==> src/rtl/spi_cfg_sequencer.sv <==
// spi_cfg_sequencer: SPI master (mode 0) that writes the eight channel
// configuration registers of the SPI config block from a parallel image.
// Optional build macro: SPI_CFG_READBACK_EN adds a read frame after every
// write frame and flags the first channel whose readback differs.
module spi_cfg_sequencer #(
  parameter int CLK_DIV   = 2,
  parameter int BASE_ADDR = 0,
  parameter int DATA_W    = 8
) (
  input  logic                clk,
  input  logic                rstn,
  input  logic                start,
  input  logic [8*DATA_W-1:0] ch_data,
  input  logic [7:0]          ch_mask,
  output logic                busy,
  output logic                done,
  output logic                err,
  output logic [2:0]          err_ch,
  output logic                sclk,
  output logic                cs_n,
  output logic                mosi,
  input  logic                miso
);

  localparam int NCH = 8;
  localparam int FW  = 8 + DATA_W;
  localparam int CW  = (CLK_DIV > 1) ? $clog2(CLK_DIV) : 1;
  localparam logic [CW-1:0] CNT_LAST = CW'(CLK_DIV - 1);
  localparam logic [3:0]    BIT_LAST = 4'(FW - 1);

  typedef enum logic [2:0] {
    ST_IDLE, ST_SCAN, ST_SETUP, ST_SHIFT, ST_HOLD, ST_GAP
  } state_t;

  state_t                state_reg, state_next;
  logic [CW-1:0]         cnt_reg, cnt_next;
  logic [3:0]            bit_reg, bit_next;
  logic                  half_reg, half_next;
  logic [FW-1:0]         frame_reg, frame_next;
  logic [FW-1:0]         rx_reg, rx_next;
  logic                  rd_reg, rd_next;
  logic [2:0]            ch_reg, ch_next;
  logic [NCH-1:0]        pending_reg, pending_next;
  logic [8*DATA_W-1:0]   data_reg, data_next;
  logic                  busy_reg, busy_next;
  logic                  done_reg, done_next;
  logic                  err_reg, err_next;
  logic [2:0]            err_ch_reg, err_ch_next;
  logic                  sclk_reg, sclk_next;
  logic                  cs_n_reg, cs_n_next;
  logic                  mosi_reg, mosi_next;

  logic                  nxt_found;
  logic [2:0]            nxt_ch;
  logic                  advance;
  logic                  unused_bits;

  // Build one frame: rw bit, wrapped 7-bit address, data (zero for reads).
  function automatic logic [FW-1:0] make_frame(input logic rw, input logic [2:0] ch,
                                               input logic [8*DATA_W-1:0] img);
    logic [6:0]        addr;
    logic [DATA_W-1:0] data;
    addr = 7'(BASE_ADDR + int'(ch));
    data = rw ? {DATA_W{1'b0}} : img[int'(ch)*DATA_W +: DATA_W];
    return {rw, addr, data};
  endfunction

  // Lowest-index channel still waiting to be loaded.
  always_comb begin
    nxt_found = 1'b0;
    nxt_ch    = '0;
    for (int i = NCH - 1; i >= 0; i--) begin
      if (pending_reg[i]) begin
        nxt_found = 1'b1;
        nxt_ch    = 3'(i);
      end
    end
  end

  // Next-state and datapath update logic.
  always_comb begin
    state_next   = state_reg;
    cnt_next     = cnt_reg;
    bit_next     = bit_reg;
    half_next    = half_reg;
    frame_next   = frame_reg;
    rx_next      = rx_reg;
    rd_next      = rd_reg;
    ch_next      = ch_reg;
    pending_next = pending_reg;
    data_next    = data_reg;
    busy_next    = busy_reg;
    done_next    = 1'b0;
    err_next     = err_reg;
    err_ch_next  = err_ch_reg;
    advance      = 1'b0;

    case (state_reg)
      ST_IDLE: begin
        if (start) begin
          state_next   = ST_SCAN;
          data_next    = ch_data;
          pending_next = ch_mask;
          busy_next    = 1'b1;
          err_next     = 1'b0;
          err_ch_next  = '0;
        end
      end
      ST_SCAN: advance = 1'b1;
      ST_SETUP: begin
        if (cnt_reg == CNT_LAST) begin
          cnt_next   = '0;
          half_next  = 1'b0;
          bit_next   = '0;
          state_next = ST_SHIFT;
        end else begin
          cnt_next = cnt_reg + 1'b1;
        end
      end
      ST_SHIFT: begin
        if (cnt_reg == CNT_LAST) begin
          cnt_next = '0;
          if (!half_reg) begin
            // sclk rises on this edge: capture miso together with the slave.
            half_next = 1'b1;
            rx_next   = {rx_reg[FW-2:0], miso};
          end else if (bit_reg == BIT_LAST) begin
            half_next  = 1'b0;
            state_next = ST_HOLD;
          end else begin
            // sclk falls: present the next bit while the clock is low.
            half_next  = 1'b0;
            bit_next   = bit_reg + 1'b1;
            frame_next = {frame_reg[FW-2:0], 1'b0};
          end
        end else begin
          cnt_next = cnt_reg + 1'b1;
        end
      end
      ST_HOLD: begin
        if (cnt_reg == CNT_LAST) begin
          cnt_next   = '0;
          state_next = ST_GAP;
`ifdef SPI_CFG_READBACK_EN
          if (rd_reg && (rx_reg[DATA_W-1:0] != data_reg[int'(ch_reg)*DATA_W +: DATA_W])) begin
            err_next = 1'b1;
            if (!err_reg) err_ch_next = ch_reg;
          end
`endif
        end else begin
          cnt_next = cnt_reg + 1'b1;
        end
      end
      ST_GAP: begin
        if (cnt_reg == CNT_LAST) begin
          cnt_next = '0;
`ifdef SPI_CFG_READBACK_EN
          if (!rd_reg) begin
            frame_next = make_frame(1'b1, ch_reg, data_reg);
            rd_next    = 1'b1;
            state_next = ST_SETUP;
          end else begin
            advance = 1'b1;
          end
`else
          advance = 1'b1;
`endif
        end else begin
          cnt_next = cnt_reg + 1'b1;
        end
      end
      default: state_next = ST_IDLE;
    endcase

    // Move on to the next enabled channel, or finish the sequence.
    if (advance) begin
      if (nxt_found) begin
        frame_next           = make_frame(1'b0, nxt_ch, data_reg);
        ch_next              = nxt_ch;
        rd_next              = 1'b0;
        pending_next[nxt_ch] = 1'b0;
        cnt_next             = '0;
        state_next           = ST_SETUP;
      end else begin
        state_next = ST_IDLE;
        done_next  = 1'b1;
        busy_next  = 1'b0;
      end
    end
  end

  // Output decode from the upcoming state so the serial pins are registered.
  always_comb begin
    sclk_next = (state_next == ST_SHIFT) && half_next;
    cs_n_next = !((state_next == ST_SETUP) || (state_next == ST_SHIFT) ||
                  (state_next == ST_HOLD));
    mosi_next = cs_n_next ? 1'b0 : frame_next[FW-1];
  end

  // State register; reset aborts any frame in flight.
  always_ff @(posedge clk or negedge rstn) begin
    if (!rstn) begin
      state_reg   <= ST_IDLE;
      cnt_reg     <= '0;
      bit_reg     <= '0;
      half_reg    <= 1'b0;
      frame_reg   <= '0;
      rx_reg      <= '0;
      rd_reg      <= 1'b0;
      ch_reg      <= '0;
      pending_reg <= '0;
      data_reg    <= '0;
      busy_reg    <= 1'b0;
      done_reg    <= 1'b0;
      err_reg     <= 1'b0;
      err_ch_reg  <= '0;
      sclk_reg    <= 1'b0;
      cs_n_reg    <= 1'b1;
      mosi_reg    <= 1'b0;
    end else begin
      state_reg   <= state_next;
      cnt_reg     <= cnt_next;
      bit_reg     <= bit_next;
      half_reg    <= half_next;
      frame_reg   <= frame_next;
      rx_reg      <= rx_next;
      rd_reg      <= rd_next;
      ch_reg      <= ch_next;
      pending_reg <= pending_next;
      data_reg    <= data_next;
      busy_reg    <= busy_next;
      done_reg    <= done_next;
      err_reg     <= err_next;
      err_ch_reg  <= err_ch_next;
      sclk_reg    <= sclk_next;
      cs_n_reg    <= cs_n_next;
      mosi_reg    <= mosi_next;
    end
  end

  // Bits only consumed when readback compare is built in.
  assign unused_bits = ^{rx_reg, ch_reg, rd_reg};

  assign busy   = busy_reg;
  assign done   = done_reg;
  assign err    = err_reg;
  assign err_ch = err_ch_reg;
  assign sclk   = sclk_reg;
  assign cs_n   = cs_n_reg;
  assign mosi   = mosi_reg;

endmodule

==> config.mk <==
export PLATFORM = sky130hd
export DESIGN_NAME = spi_cfg_sequencer
export DESIGN_NICKNAME = d
export VERILOG_FILES = /design/src/rtl/spi_cfg_sequencer.sv
export SDC_FILE = /design/constraint.sdc
export NUM_CORES = 1
export LEC_CHECK = 0
export ABC_CLOCK_PERIOD_IN_PS = 2880
export CORE_UTILIZATION = 30
export DETAILED_ROUTE_END_ITERATION = 16
export PLACE_DENSITY = 0.56
export SYNTH_ARGS = -nofsm -noshare
export SYNTH_HDL_FRONTEND = slang
export SYNTH_SLANG_ARGS = --single-unit
export TNS_END_PERCENT = 1
==> constraint.sdc <==
create_clock -name clk -period 2.88 [get_ports clk]
set_clock_uncertainty 0.1 [all_clocks]
set_input_delay 0.288 -clock clk [delete_from_list [all_inputs] [get_ports clk]]
set_output_delay 0.288 -clock clk [all_outputs]
set_load 0.05 [all_outputs]
; After elaboration in Yosys (flattened, before gate mapping)
; Cells that the tools add are included.
[word_totals]
ff_bits = 102
latchBits = 0
ramBits = 0
romBits = 0
inputBits = 76
word_cells = 102
memories = 0
[classes]
add_sub_neg = 2
mul = 0
div = 0
magnitude_cmp = 2
eq_ne = 13
shift = 1
n_mux = 59
bitwise_logic = 2
reduce_logical = 11
[ops]
columns = cell, count
row1 = $mux 16, 6
row2 = $shiftx 64x7->8, 1
row3 = $mux 3, 15
row4 = $mux 8, 4
row5 = $mux 1, 24
row6 = $mux 4, 4
row7 = $pmux 3 s5, 1
row8 = $eq 3x2->1 const B, 4
row9 = $eq 3x3->1 const B, 3
row10 = $and 8x8->8, 1
row11 = $ne 2x2->1 const B, 4
row12 = $not 8->8, 1
row13 = $pmux 4 s2, 1
row14 = $reduce_and 5->1, 1
row15 = $add 4x1->4 const B, 1
row16 = $eq 4x4->1 const B, 1
row17 = $lt 3x4->1 const B, 1
row18 = $pmux 1 s2, 2
row19 = $reduce_or 4->1, 1
row20 = $demux 1 s3, 1
row21 = $eq 3x1->1 const B, 1
row22 = $ge 3x1->1 const B, 1
row23 = $logic_not 3->1, 1
row24 = $logic_and 1x1->1, 2
row25 = other kinds (7), 8

; Longest topological paths before layout
[logic_depth]
ltp_word = 16
ltp_mapped = 7
depth_no_buf = 6

; Worst setup path before layout
; OpenSTA, ideal clock, no wires.
[synth_path]
kind = register to register
from = register state_reg[2]
to = register frame_reg[2]
setup_time_ns = 0.135
t_arrival_ns = 1.679
required_time_ns = 2.645
slack_ns = 0.966
stages_incl_launch_ff = 8
period_less_slack_ns = 1.914
cell_sequence = dfrtp_1 clkbuf_1 nor2b_1 a2111o_1 buf_2 a221o_1 a311oi_1 a32oi_1
[synth_via]
elab_chain_cells = 4
elab_cells_between_ends = 7
cone_classes = 3 x eq/ne / 4 x mux
[synth_rtl]
columns = item, line
row1 = start: declaration, 35  ; state_t state_reg, state_next;
row2 = start signal: assignment, 221  ; state_reg <= state_next;
row3 = $eq 3x2->1, 98  ; case (state_reg)
row4 = $mux 16, 98
row5 = $mux 16, 177  ; if (nxt_found) begin
row6 = $mux 16 (*), 176  ; if (advance) begin
row7 = net frame_next[2], 39  ; logic [FW-1:0] frame_reg, frame_next;
row8 = end signal: assignment, 225  ; frame_reg <= frame_next;
row9 = end: declaration, 39
; Mark *: on every way through the listed nets, which the timed path passes. The rest lies on a longest branch.
; A chain may end at the register's enable or synchronous reset.

; Worst setup path in the final report
[layout_path]
from = register pending_reg[5]
to = register frame_reg[0]
[layout_via]
elab_chain_cells = 9
elab_cells_between_ends = 15
cone_classes = 1 x shift / 14 x mux
[layout_rtl]
columns = item, line
row1 = start: declaration, 43  ; logic [NCH-1:0] pending_reg, pending_next;
row2 = start signal: assignment, 229  ; pending_reg <= pending_next;
row3 = $mux 3 (6 in series), 73  ; if (pending_reg[i]) begin
row4 = $shiftx 64x7->8, 64  ; data = rw ? {DATA_W{1'b0}} : img[int'(ch)*DATA_W +: DATA_W];
row5 = $mux 16 (*), 177
row6 = $mux 16 (*), 176
row7 = net frame_next[0], 39
; Marked as above.

==> impl_metrics.yaml <==
run:
  max_cap_violations: 0
worst_setup_path:
  crit_arrival_ns: 2.59
  endpoint_kind: "flop"
  crit_slowest_cell: "a2111oi_2"
  timing.critical_path.buf_inv: 1
  cp.required_ns: 3.00
  path_delay_family: "compound AO/OA/AOI/OAI gates"
  cp-start-kind: "flop"
  critPathMaxFanout: 6
  slowest_delay_ns: 0.73
  worstPathCellList: "nor4_1 > buf_4 > a2111oi_2 > o21ai_0 > a2111oi_0 > a211oi_1"
  critPathKind: "reg -> reg"
hold_path:
  hold_class: "in -> async"
logic_synthesis:
  synth_compound_area_share_pct: 13.53
  syn_avg_cell_area_um2: 11.20
  yosys_warnings: 0
  synth_seq_cells: 102
  synth-edff-count: 0
  yosysSeqAreaShare_pct: 52.31
  synth-simple-area-share_pct: 13.33
  synth_fa_ha_area_share_pct: 0.5126
  yosys.area_share.xor_xnor_pct: 0.3588
  synth_top_family_by_area: "multiplexers"
  netlist_instances: 436
  ys_types: 55
  ys_async_sr_fraction_pct: 100.0
  synthesis.area_mm2: 0.004882
  ys.flop_type: "dfrtp_1"
  synthMuxAreaShare_pct: 15.89
clock_network:
  cts_tree: "yes"
  clk_pin_slew_worst_paths_ns: 0.07
  cts_inserted_buffers: 9
  cts.path.max_buffers: 2
  cts_num_sinks: 102
  htree_levels: 3
  cts_root_buffer: "clkbuf_16"
  insertion_delay_ns: 0.35
  post_cts_buffers: 0
drt:
  drtAntennaViolNets: 0
  drcViolationCount: 0
  drt_wl_total_um: 12000
  wl_per_cell_um: 16.41
  drtIter0Drc: 195
  vias: 3663
  routed_via_density: 5.011
  dr.pass1.iters: 4
sta:
  max_slew_margin_pct: 49.28
  finalSetupViolations: 0
  timing.final.ws_setup_ns: 0.4070
  fmax_mhz: 404.4
  maxSlewViolCount: 0
  hold_viol: 0
  final.setup.tns_ns: 0
  min_period_ns: 2.473
  rsz0062_at_grt: "false"
  fin_crit_sh_pct: 85.87
  tightestPinTransition_ns: 0.7593
global_route:
  grt.total_usage_pct: 15.25
  met2_usage_pct: 23.09
  globalRouteMet3Util_pct: 4.789
  gr-usage-met1_pct: 20.41
  antenna_found_initial: 0
  grt_pass1_vias: 3579
  grt.busiest_layer: "met2"
  grt_pass1_wl_um: 19270
  grt_max_degree: 60
  grt_remaining_overflow: 0
cells_and_area:
  instances_no_fill: 731
  finalInstanceArea_mm2: 0.006213
  diodes: 0
  fin_nets: 588
  multi_input_area_mm2: 0.002151
  largest_reg_flops: 64
  drive_gt1_share_pct: 19.61
  syn_to_final_growth_pct: 27.27
  regArea_mm2: 0.002554
  fillCellCount: 1569
die:
  core_area_mm2: 0.01589
  die_w_um: 129.6
  rows: 46
  pin_count: 85
  die_area_mm2: 0.01679
  initial_core_util_pct: 30.73
  fp.dieH_um: 129.6
placed_design:
  pre_cts_slack_ns: 0.4075
  dp_hpwl_um: 8846
  placed_area_mm2: 0.005912
  gp_congestion: 0.8533
  placed_cells: 714
  port_buffers: 79
pwr:
  leakage_nw: 2.481
  p_per_area_mw_per_mm2: 1036
  ir_drop_uv: 447.4
run_status:
  status: "completed"
[Yosys cell counts (all sizes together), types with 7 or more instances]
master	n	share of area, %
nand3	8	0.82
nor3	9	0.92
mux2	60	14
a21oi	17	1.7
o21a	8	1.2
nand4	8	1.0
clkbuf	10	0.79
inv	7	0.54
nor2	17	1.4
nand2	44	3.4
and4	7	1.3
dfrtp	101	52
mux2i	10	2.1
o21ai	20	2.1
a31oi	12	1.5
buf	23	2.7
[metal layers]
metal / share of wire (%) / wire [um]
met5: 0 / 0
met4: 2.5 / 294
met3: 5.6 / 672
met1: 46 / 5557
met2: 46 / 5472
[worst register-to-register path: stages, from the launching register on]
cell       delay, ns
dfrtp_1         0.42
nor4_1          0.11
buf_4           0.15
a2111oi_2       0.73
o21ai_0         0.25
a2111oi_0       0.47
a211oi_1        0.10
[cell families (layout without fill, tap and decap cells)]
logic type / after synthesis / after routing
DFF: 102 / 102
other: 1 / 4
and+or+nand+nor: 123 / 123
muxes: 70 / 70
adders and majority gates: 2 / 2
xor gates and xnor gates: 2 / 2
buffers and inverters: 40 / 116
AOI/OAI and AO/OA: 96 / 96
[final cells by class]
cell class                 instances  area share (%)
clock inverter                     6           1.007
clock buffer                      10           3.685
sequential                       102           41.10
multi-input combinational        297           34.62
inverter                           7          0.4229
timing repair buffer              93           14.82
tap                              216           4.350
[what timing repair did]
item                                    4_1_cts  5_1_grt
resized for setup                             0        0
endpoints found under the setup margin        0        0
hold buffers                                  1        0
endpoints found under the hold margin        43        0
[stage by stage]
stage / util, % / total power, mW / hold slack, ns
after floorplan: - / 4.395 / -0.1076
after global routing: 39.11 / 6.877 / 0.4242
after CTS: 39.11 / 6.470 / 0.4029
after detailed placement: 37.22 / 5.248 / 0.2322
after global placement: 37.22 / 5.173 / 0.2333
final: 39.11 / 6.434 / 0.3782
[power by group]
part,total (mW),switching (mW),internal [mW],leakage (nW)
combinational,2.64,1.42,1.22,1.10
sequential,2.59,0.476,2.11,1.23
clock,1.21,0.537,0.673,0.146
total,6.43,2.43,4.00,2.48
[layout by cell type, fill, tap and decap left out, drive strengths merged, types with 5 or more instances in the layout]
cell,Yosys,routed
dfrtp,101,101
clkdlybuf4s50,0,78
mux2,60,60
nand2,44,44
o21ai,20,20
a21oi,17,17
nor2,17,17
buf,23,14
a31oi,12,12
mux2i,10,10
clkbuf,10,10
nor3,9,9
nand3,8,8
nand4,8,8
o21a,8,8
inv,7,7
and4,7,7
nor2b,6,6
and3,6,6
or2,5,5
a21boi,5,5
nor3b,5,5
clkinv,0,5
[worst paths after layout]
path                            depth (start not counted)  slack (ns)           start      endpoint
worst max-delay path                                    6        0.41  pending_reg[5]  frame_reg[0]
worst min-delay path                                    2        0.38            rstn          done
worst max register to register                          6        0.41  pending_reg[5]  frame_reg[0]
worst min register to register                          1        0.40    data_reg[17]  data_reg[17]
max in group asynchronous                               3        1.48            rstn          cs_n
min in group clk                                        1        0.40    data_reg[17]  data_reg[17]
(Power assumes the default switching activity.)
